<file path="config.mk">
export PLATFORM = sky130hd
export DESIGN_NAME = async_fifo_wr_arbiter_flat
export DESIGN_NICKNAME = d
export VERILOG_FILES = /design/src/rtl/async_fifo_wr_arbiter_if.sv /design/src/rtl/async_fifo_wr_arbiter.sv /design/src/flat_wrapper.sv
export SDC_FILE = /design/constraint.sdc
export NUM_CORES = 1
export LEC_CHECK = 0
export BUFFER_PORTS_ARGS = -buffer_cell sky130_fd_sc_hd__buf_2
export CELL_PAD_IN_SITES_DETAIL_PLACEMENT = 0
export CELL_PAD_IN_SITES_GLOBAL_PLACEMENT = 2
export CORE_AREA = 2 2 81 83
export CTS_CLUSTER_SIZE = 8
export DETAILED_ROUTE_END_ITERATION = 10
export DIE_AREA = 0 0 83 85
export GPL_ROUTABILITY_DRIVEN = 0
export GPL_TIMING_DRIVEN = 0
export PLACE_DENSITY = 0.83
export SYNTH_ARGS = -nofsm -noshare
export SYNTH_HDL_FRONTEND = slang
export SYNTH_SLANG_ARGS = --single-unit
</file>
<file path="constraint.sdc">
create_clock -name wclk -period 2.4 [get_ports wclk]
set_clock_uncertainty 0.1 [all_clocks]
set_input_delay 0.24 -clock wclk [delete_from_list [all_inputs] [get_ports wclk]]
set_output_delay 0.24 -clock wclk [all_outputs]
set_load 0.01 [all_outputs]
</file>
<file path="src/rtl/async_fifo_wr_arbiter_if.sv">
// Requester-side and FIFO-write-side signals of the write arbiter.
// A word moves on a cycle where req_valid[i] & req_ready[i]; valid may drop at any time and releases the grant.
interface async_fifo_wr_arbiter_if #(
  parameter int NUM_REQ    = 4,
  parameter int DATA_WIDTH = 8,
  parameter int CNT_WIDTH  = 16
);
  localparam int GID_W = (NUM_REQ > 1) ? $clog2(NUM_REQ) : 1;

  logic [NUM_REQ-1:0]            req_valid;
  logic [NUM_REQ*DATA_WIDTH-1:0] req_data;
  logic [NUM_REQ-1:0]            req_ready;
  logic                          wfull;
  logic                          winc;
  logic [DATA_WIDTH-1:0]         wdata;
  logic                          grant_valid;
  logic [GID_W-1:0]              grant_id;
  logic [CNT_WIDTH-1:0]          wr_count;
  logic                          dbg_state;

  modport slave (
    input  req_valid, req_data, wfull,
    output req_ready, winc, wdata, grant_valid, grant_id, wr_count, dbg_state
  );

  modport master (
    output req_valid, req_data, wfull,
    input  req_ready, winc, wdata, grant_valid, grant_id, wr_count, dbg_state
  );
endinterface

</file>
<file path="src/rtl/async_fifo_wr_arbiter.sv">
// Round-robin burst arbiter sharing the async FIFO write port among NUM_REQ requesters.
// dbg_state mirrors the FSM: 0 = IDLE (arbitrating), 1 = GRANT (forwarding one requester).
module async_fifo_wr_arbiter #(
  parameter int NUM_REQ    = 4,
  parameter int DATA_WIDTH = 8,
  parameter int MAX_BURST  = 4,
  parameter int CNT_WIDTH  = 16
) (
  input  logic                   wclk,
  input  logic                   wrst_n,
  async_fifo_wr_arbiter_if.slave bus
);
  localparam int GID_W  = (NUM_REQ > 1) ? $clog2(NUM_REQ) : 1;
  localparam int BEAT_W = $clog2(MAX_BURST + 1);

  typedef enum logic {IDLE = 1'b0, GRANT = 1'b1} state_t;

  state_t               state_q, state_d;
  logic [GID_W-1:0]     grant_id_q, grant_id_d;
  logic [GID_W-1:0]     last_grant_q, last_grant_d;
  logic [BEAT_W-1:0]    beat_cnt_q, beat_cnt_d;
  logic [CNT_WIDTH-1:0] wr_count_q, wr_count_d;
  logic                 grant_valid_q, grant_valid_d;

  logic                  g_valid;
  logic [DATA_WIDTH-1:0] g_data;
  logic [GID_W-1:0]      pick;
  logic                  found;
  logic [GID_W-1:0]      cand;
  logic [NUM_REQ-1:0]    req_ready_c;
  logic                  winc_c;
  logic [DATA_WIDTH-1:0] wdata_c;

  // Granted requester's valid/data, selected by grant_id_q.
  always_comb begin
    g_valid = 1'b0;
    g_data  = '0;
    for (int i = 0; i < NUM_REQ; i++) begin
      if (grant_id_q == GID_W'(i)) begin
        g_valid = bus.req_valid[i];
        g_data  = bus.req_data[i*DATA_WIDTH +: DATA_WIDTH];
      end
    end
  end

  // Round-robin search starting just after the previous winner.
  always_comb begin
    pick  = '0;
    found = 1'b0;
    cand  = '0;
    for (int k = 1; k <= NUM_REQ; k++) begin
      cand = GID_W'((int'(last_grant_q) + k) % NUM_REQ);
      if (!found && bus.req_valid[cand]) begin
        found = 1'b1;
        pick  = cand;
      end
    end
  end

  always_ff @(posedge wclk) begin
    if (!wrst_n) begin
      state_q       <= IDLE;
      grant_id_q    <= '0;
      last_grant_q  <= GID_W'(NUM_REQ - 1);
      beat_cnt_q    <= '0;
      wr_count_q    <= '0;
      grant_valid_q <= 1'b0;
    end else begin
      state_q       <= state_d;
      grant_id_q    <= grant_id_d;
      last_grant_q  <= last_grant_d;
      beat_cnt_q    <= beat_cnt_d;
      wr_count_q    <= wr_count_d;
      grant_valid_q <= grant_valid_d;
    end
  end

  always_comb begin
    state_d       = state_q;
    grant_id_d    = grant_id_q;
    last_grant_d  = last_grant_q;
    beat_cnt_d    = beat_cnt_q;
    wr_count_d    = wr_count_q;
    grant_valid_d = grant_valid_q;
    case (state_q)
      IDLE: begin
        if (found) begin
          state_d       = GRANT;
          grant_id_d    = pick;
          last_grant_d  = pick;
          beat_cnt_d    = '0;
          grant_valid_d = 1'b1;
        end
      end
      GRANT: begin
        if (!g_valid) begin
          state_d       = IDLE;
          grant_valid_d = 1'b0;
          beat_cnt_d    = '0;
        end else if (winc_c) begin
          wr_count_d = wr_count_q + CNT_WIDTH'(1);
          if (beat_cnt_q == BEAT_W'(MAX_BURST - 1)) begin
            state_d       = IDLE;
            grant_valid_d = 1'b0;
            beat_cnt_d    = '0;
          end else begin
            beat_cnt_d = beat_cnt_q + BEAT_W'(1);
          end
        end
        // valid with wfull: stall, everything holds
      end
      default: begin
        state_d       = IDLE;
        grant_valid_d = 1'b0;
      end
    endcase
  end

  // Combinational outputs are gated by wrst_n so nothing leaks during the reset cycle.
  always_comb begin
    req_ready_c = '0;
    winc_c      = 1'b0;
    wdata_c     = '0;
    if (wrst_n && state_q == GRANT) begin
      winc_c = g_valid & ~bus.wfull;
      for (int i = 0; i < NUM_REQ; i++) begin
        if (grant_id_q == GID_W'(i)) req_ready_c[i] = ~bus.wfull;
      end
      if (winc_c) wdata_c = g_data;
    end
  end

  assign bus.req_ready   = req_ready_c;
  assign bus.winc        = winc_c;
  assign bus.wdata       = wdata_c;
  assign bus.grant_valid = grant_valid_q;
  assign bus.grant_id    = grant_id_q;
  assign bus.wr_count    = wr_count_q;
  assign bus.dbg_state   = state_q;
endmodule

</file>
<file path="src/flat_wrapper.sv">
// flat-port wrapper written by rule: the top's interface ports become plain ports
module async_fifo_wr_arbiter_flat 
#(
  parameter int NUM_REQ    = 4,
  parameter int DATA_WIDTH = 8,
  parameter int MAX_BURST  = 4,
  parameter int CNT_WIDTH  = 16
)
  (wclk, wrst_n, bus_req_valid, bus_req_data, bus_wfull, bus_req_ready, bus_winc, bus_wdata, bus_grant_valid, bus_grant_id, bus_wr_count, bus_dbg_state);
  async_fifo_wr_arbiter_if #(.NUM_REQ(NUM_REQ), .DATA_WIDTH(DATA_WIDTH), .CNT_WIDTH(CNT_WIDTH)) bus_i ();
  input  logic wclk;
  input  logic wrst_n;
  input wire logic [$bits(bus_i.req_valid)-1:0] bus_req_valid;
  input wire logic [$bits(bus_i.req_data)-1:0] bus_req_data;
  input wire logic [$bits(bus_i.wfull)-1:0] bus_wfull;
  output wire logic [$bits(bus_i.req_ready)-1:0] bus_req_ready;
  output wire logic [$bits(bus_i.winc)-1:0] bus_winc;
  output wire logic [$bits(bus_i.wdata)-1:0] bus_wdata;
  output wire logic [$bits(bus_i.grant_valid)-1:0] bus_grant_valid;
  output wire logic [$bits(bus_i.grant_id)-1:0] bus_grant_id;
  output wire logic [$bits(bus_i.wr_count)-1:0] bus_wr_count;
  output wire logic [$bits(bus_i.dbg_state)-1:0] bus_dbg_state;
  assign bus_i.req_valid = bus_req_valid;
  assign bus_i.req_data = bus_req_data;
  assign bus_i.wfull = bus_wfull;
  assign bus_req_ready = bus_i.req_ready;
  assign bus_winc = bus_i.winc;
  assign bus_wdata = bus_i.wdata;
  assign bus_grant_valid = bus_i.grant_valid;
  assign bus_grant_id = bus_i.grant_id;
  assign bus_wr_count = bus_i.wr_count;
  assign bus_dbg_state = bus_i.dbg_state;
  async_fifo_wr_arbiter #(.NUM_REQ(NUM_REQ), .DATA_WIDTH(DATA_WIDTH), .MAX_BURST(MAX_BURST), .CNT_WIDTH(CNT_WIDTH)) u_core (.wclk(wclk), .wrst_n(wrst_n), .bus(bus_i));
endmodule
</file>
==> flow_summary.ini <==
[synthesis]
post_synth_fa_ha_maj_area_fraction_pct = 1.667
main_area_contributors_after_synthesis = sky130_fd_sc_hd__dfxtp_1 (33%), sky130_fd_sc_hd__mux4_2 (14%), sky130_fd_sc_hd__a21oi_1 (6.3%)
share_of_the_synthesized_area_in_the_top_cell_type_pct = 33.33
combinational_family_with_the_most_area_after_synthesis = simple AND/OR/NAND/NOR gates
synth_async_sr_flop_share_pct = 0
portion_of_netlist_area_occupied_by_mux_cells_pct = 16.17
yosys_most_used_dff = sky130_fd_sc_hd__dfxtp_1
synthesis.nets = 213
synth_enable_flop_cells = 0
synth_area_mm2 = 0.001501
yosys_reg_bits = 25
yosys.area_share.xor_xnor_pct = 1.167
synth.avg_cell_area_um2 = 8.729
syn-instance-count = 172
netlist-cell-type-count = 37
sequential_cell_area_fraction_in_the_yosys_report_pct = 33.33
synth-simple-area-share_pct = 29.75
yosysWarnings = 0
yosys.area.top_type = sky130_fd_sc_hd__dfxtp_1
synth_compound_area_share_pct = 14.58

[pwr]
power.total_uw = 906.2
leak_pwr_nw = 0.9022
pwr_density_cell_mw_per_mm2 = 453.3
vdd.ir_drop.worst_mv = 0.1675

[sta]
final_period_minus_worst_setup_slack_ns = 2.253
slew_headroom_pct = 64.46
slew_violations = 0
worst_hold_slack_ns = 0.2385
grt_setup_unrepaired = false
final_tns_setup_ns = 0
clock.fmax_ghz = 0.4439
final-setup-viol-count = 0
timing.final.crit_share_pct = 93.87
finalHoldViolations = 0
max_slew.worst_pin.slew_ns = 0.5264

[worst_setup_path]
timing.critical_path.slowest_stage_cell = sky130_fd_sc_hd__mux4_2
critical_path.reg2reg.endpoint = u_core.bus.wr_count[11]
cp_cell_sequence = buf_4 -> mux4_2 -> clkbuf_2 -> and3_1 -> buf_2
setup.reg_to_reg.worst_slack_ns = 0.42
cp_max_fo = 10
setup.worst_path.start_class = flop
crit_path_start = u_core.bus.grant_id[0]
crit_required_ns = 2.06
reg2regPathDepth = 5
timing.rr.start = u_core.bus.dbg_state
critPathTopFamily = multiplexers
cp.buffers_inverters = 3
cp-endpoint = bus_wdata[4]
cp.depth = 5
critPathArrivalTime_ns = 1.91
critical_path.endpoint_type = primary output
timing_worst_setup_path_type = reg2out
critPathMaxStageDelay_ns = 0.60

[floorplanning]
core.rowCount = 29
io-pin-count = 72
chipWidth_um = 83
fp.dieH_um = 85
floorplan.initialDensity_pct = 24.20
die-area_mm2 = 0.007055
fp.coreArea_mm2 = 0.006205

[routing]
final_antenna_net_count = 0
drc = 0
wl_per_cell_um = 13.17
post_drt_via_cell_ratio = 4.806
wirelength_um = 4267
initialDrtViolationCount = 65
dr_total_vias = 1557
drt_pre_antenna_iters = 4

[clock_tree]
clk_latency_ns = 0.27
tritoncts_buffers = 3
ctsHoldBuffers = 0
clk_path_buf_depth = 2
clkTransAtPathRegs_ns = 0.08
cts_root_buf = sky130_fd_sc_hd__clkbuf_8
h-tree-depth = 1
cts_post_setup_buffers_inserted = 0
cts_repair_resize_count = 0
numClockSinks = 25
cts_tree = done

[finish]
final_cell_area_mm2 = 0.001999
final_cell_count_no_fill = 324
area_growth_pct = 33.17
mostFrequentLayoutCell = sky130_fd_sc_hd__buf_2
post_route_cells_drive_above_1_share_pct = 36.84
final_cell_mix = sky130_fd_sc_hd__buf_2 (72), sky130_fd_sc_hd__dfxtp_1 (25), sky130_fd_sc_hd__a21oi_1 (19)
filler_cell_count = 680
antennaDiodeCount = 0
fin_nets = 289

[job]
cap_violations = 0

[outcome]
outcome = finished, final reports clean

[placed_design]
hpwl_um = 3349
portBuffers = 71
placedInstanceArea_mm2 = 0.001953
cells_after_dpl = 320

[global_routing]
grt_overflow = 0
first_global_vias = 1467
grt_max_degree = 14
grt_antenna_before_repair = 0
gr-usage-all-layers_pct = 11.87
global_route_wire_length_before_repair_um = 7038

[hold_path]
hp-class = in2reg
hold-path-cell-count = 3
==> per-layer routing <==
| metal | global-route usage (%) | part of all wire (%) |
|---|---|---|
| met3 | 1.654 | 2.1 |
| met1 | 14.07 | 44 |
| met4 | 2.235 | 0.63 |
| met2 | 22.87 | 53 |
| met5 | 0 | 0 |
==> Yosys cell counts, types with 4 or more instances <==
library cell	count
sky130_fd_sc_hd__dfxtp_1	25
sky130_fd_sc_hd__clkbuf_1	6
sky130_fd_sc_hd__nor2_1	10
sky130_fd_sc_hd__mux2i_1	4
sky130_fd_sc_hd__mux4_2	9
sky130_fd_sc_hd__nand2_1	15
sky130_fd_sc_hd__or3_1	7
sky130_fd_sc_hd__nand2b_1	4
sky130_fd_sc_hd__o21ai_0	13
sky130_fd_sc_hd__nand4_1	5
sky130_fd_sc_hd__a21oi_1	19
sky130_fd_sc_hd__nand3_1	8
sky130_fd_sc_hd__and3_1	11
==> logic make-up after synthesis <==
kind of cell / after synthesis
AOI/OAI and AO/OA: 39
xor gates and xnor gates: 2
adders and majority gates: 2
buffers and inverters: 11
DFF: 25
muxes: 13
and+or+nand+nor: 80
==> worst min-delay path, delay by kind of cell <==
family / cells / cell delay, ns
buffers and inverters: 1 / 0.14
AND/OR/NAND/NOR: 1 / 0.11
AO/OA/AOI/OAI: 1 / 0.06
==> sequential cells by signal, indices dropped and copies added, names as in the netlist <==
register	flops
u_core.bus.grant_valid	1
u_core.beat_cnt_q	3
u_core.bus.grant_id	2
u_core.bus.dbg_state	1
u_core.last_grant_q	2
u_core.bus.wr_count	16
==> worst min-delay path by stage <==
| stage | startpoint | to | slack, ns |
|---|---|---|---|
| floorplan | u_core.beat_cnt_q[2] | u_core.beat_cnt_q[2] | 0.32 |
| global placement | u_core.beat_cnt_q[2] | u_core.beat_cnt_q[2] | 0.33 |
| detailed placement | u_core.beat_cnt_q[2] | u_core.beat_cnt_q[2] | 0.33 |
| CTS | bus_req_valid[1] | u_core.bus.grant_id[0] | 0.23 |
| global route | bus_req_valid[1] | u_core.bus.grant_id[0] | 0.25 |
| finish | bus_req_valid[1] | u_core.bus.grant_id[0] | 0.24 |
==> report_power, final <==
part           total, mW  leakage [nW]  internal (mW)  switching (mW)
Sequential         0.448         0.203          0.429          0.0192
Clock              0.252        0.0228          0.119           0.133
Combinational      0.207         0.676          0.107          0.0998
==> layout make-up <==
type	count	area, µm²	share of cell area, %
repair buffers	71	355.3	17.77
inverters	2	7.507	0.3755
flip-flops and latches	25	500.5	25.03
well taps	77	96.34	4.819
multi-input cells	136	950.9	47.56
clock buffers	4	45.04	2.253
plain buffers	9	43.79	2.190
==> per-stage QoR <==
stage          setup slack, ns  util, %
2_1_floorplan           0.5469        -
3_3_place_gp            0.3687    31.48
3_5_place_dp            0.3732    31.48
4_1_cts                0.06794    32.20
5_1_grt                0.01087    32.22
6_report                0.1471    32.22
Note: power is estimated with default switching activity, not from simulation.
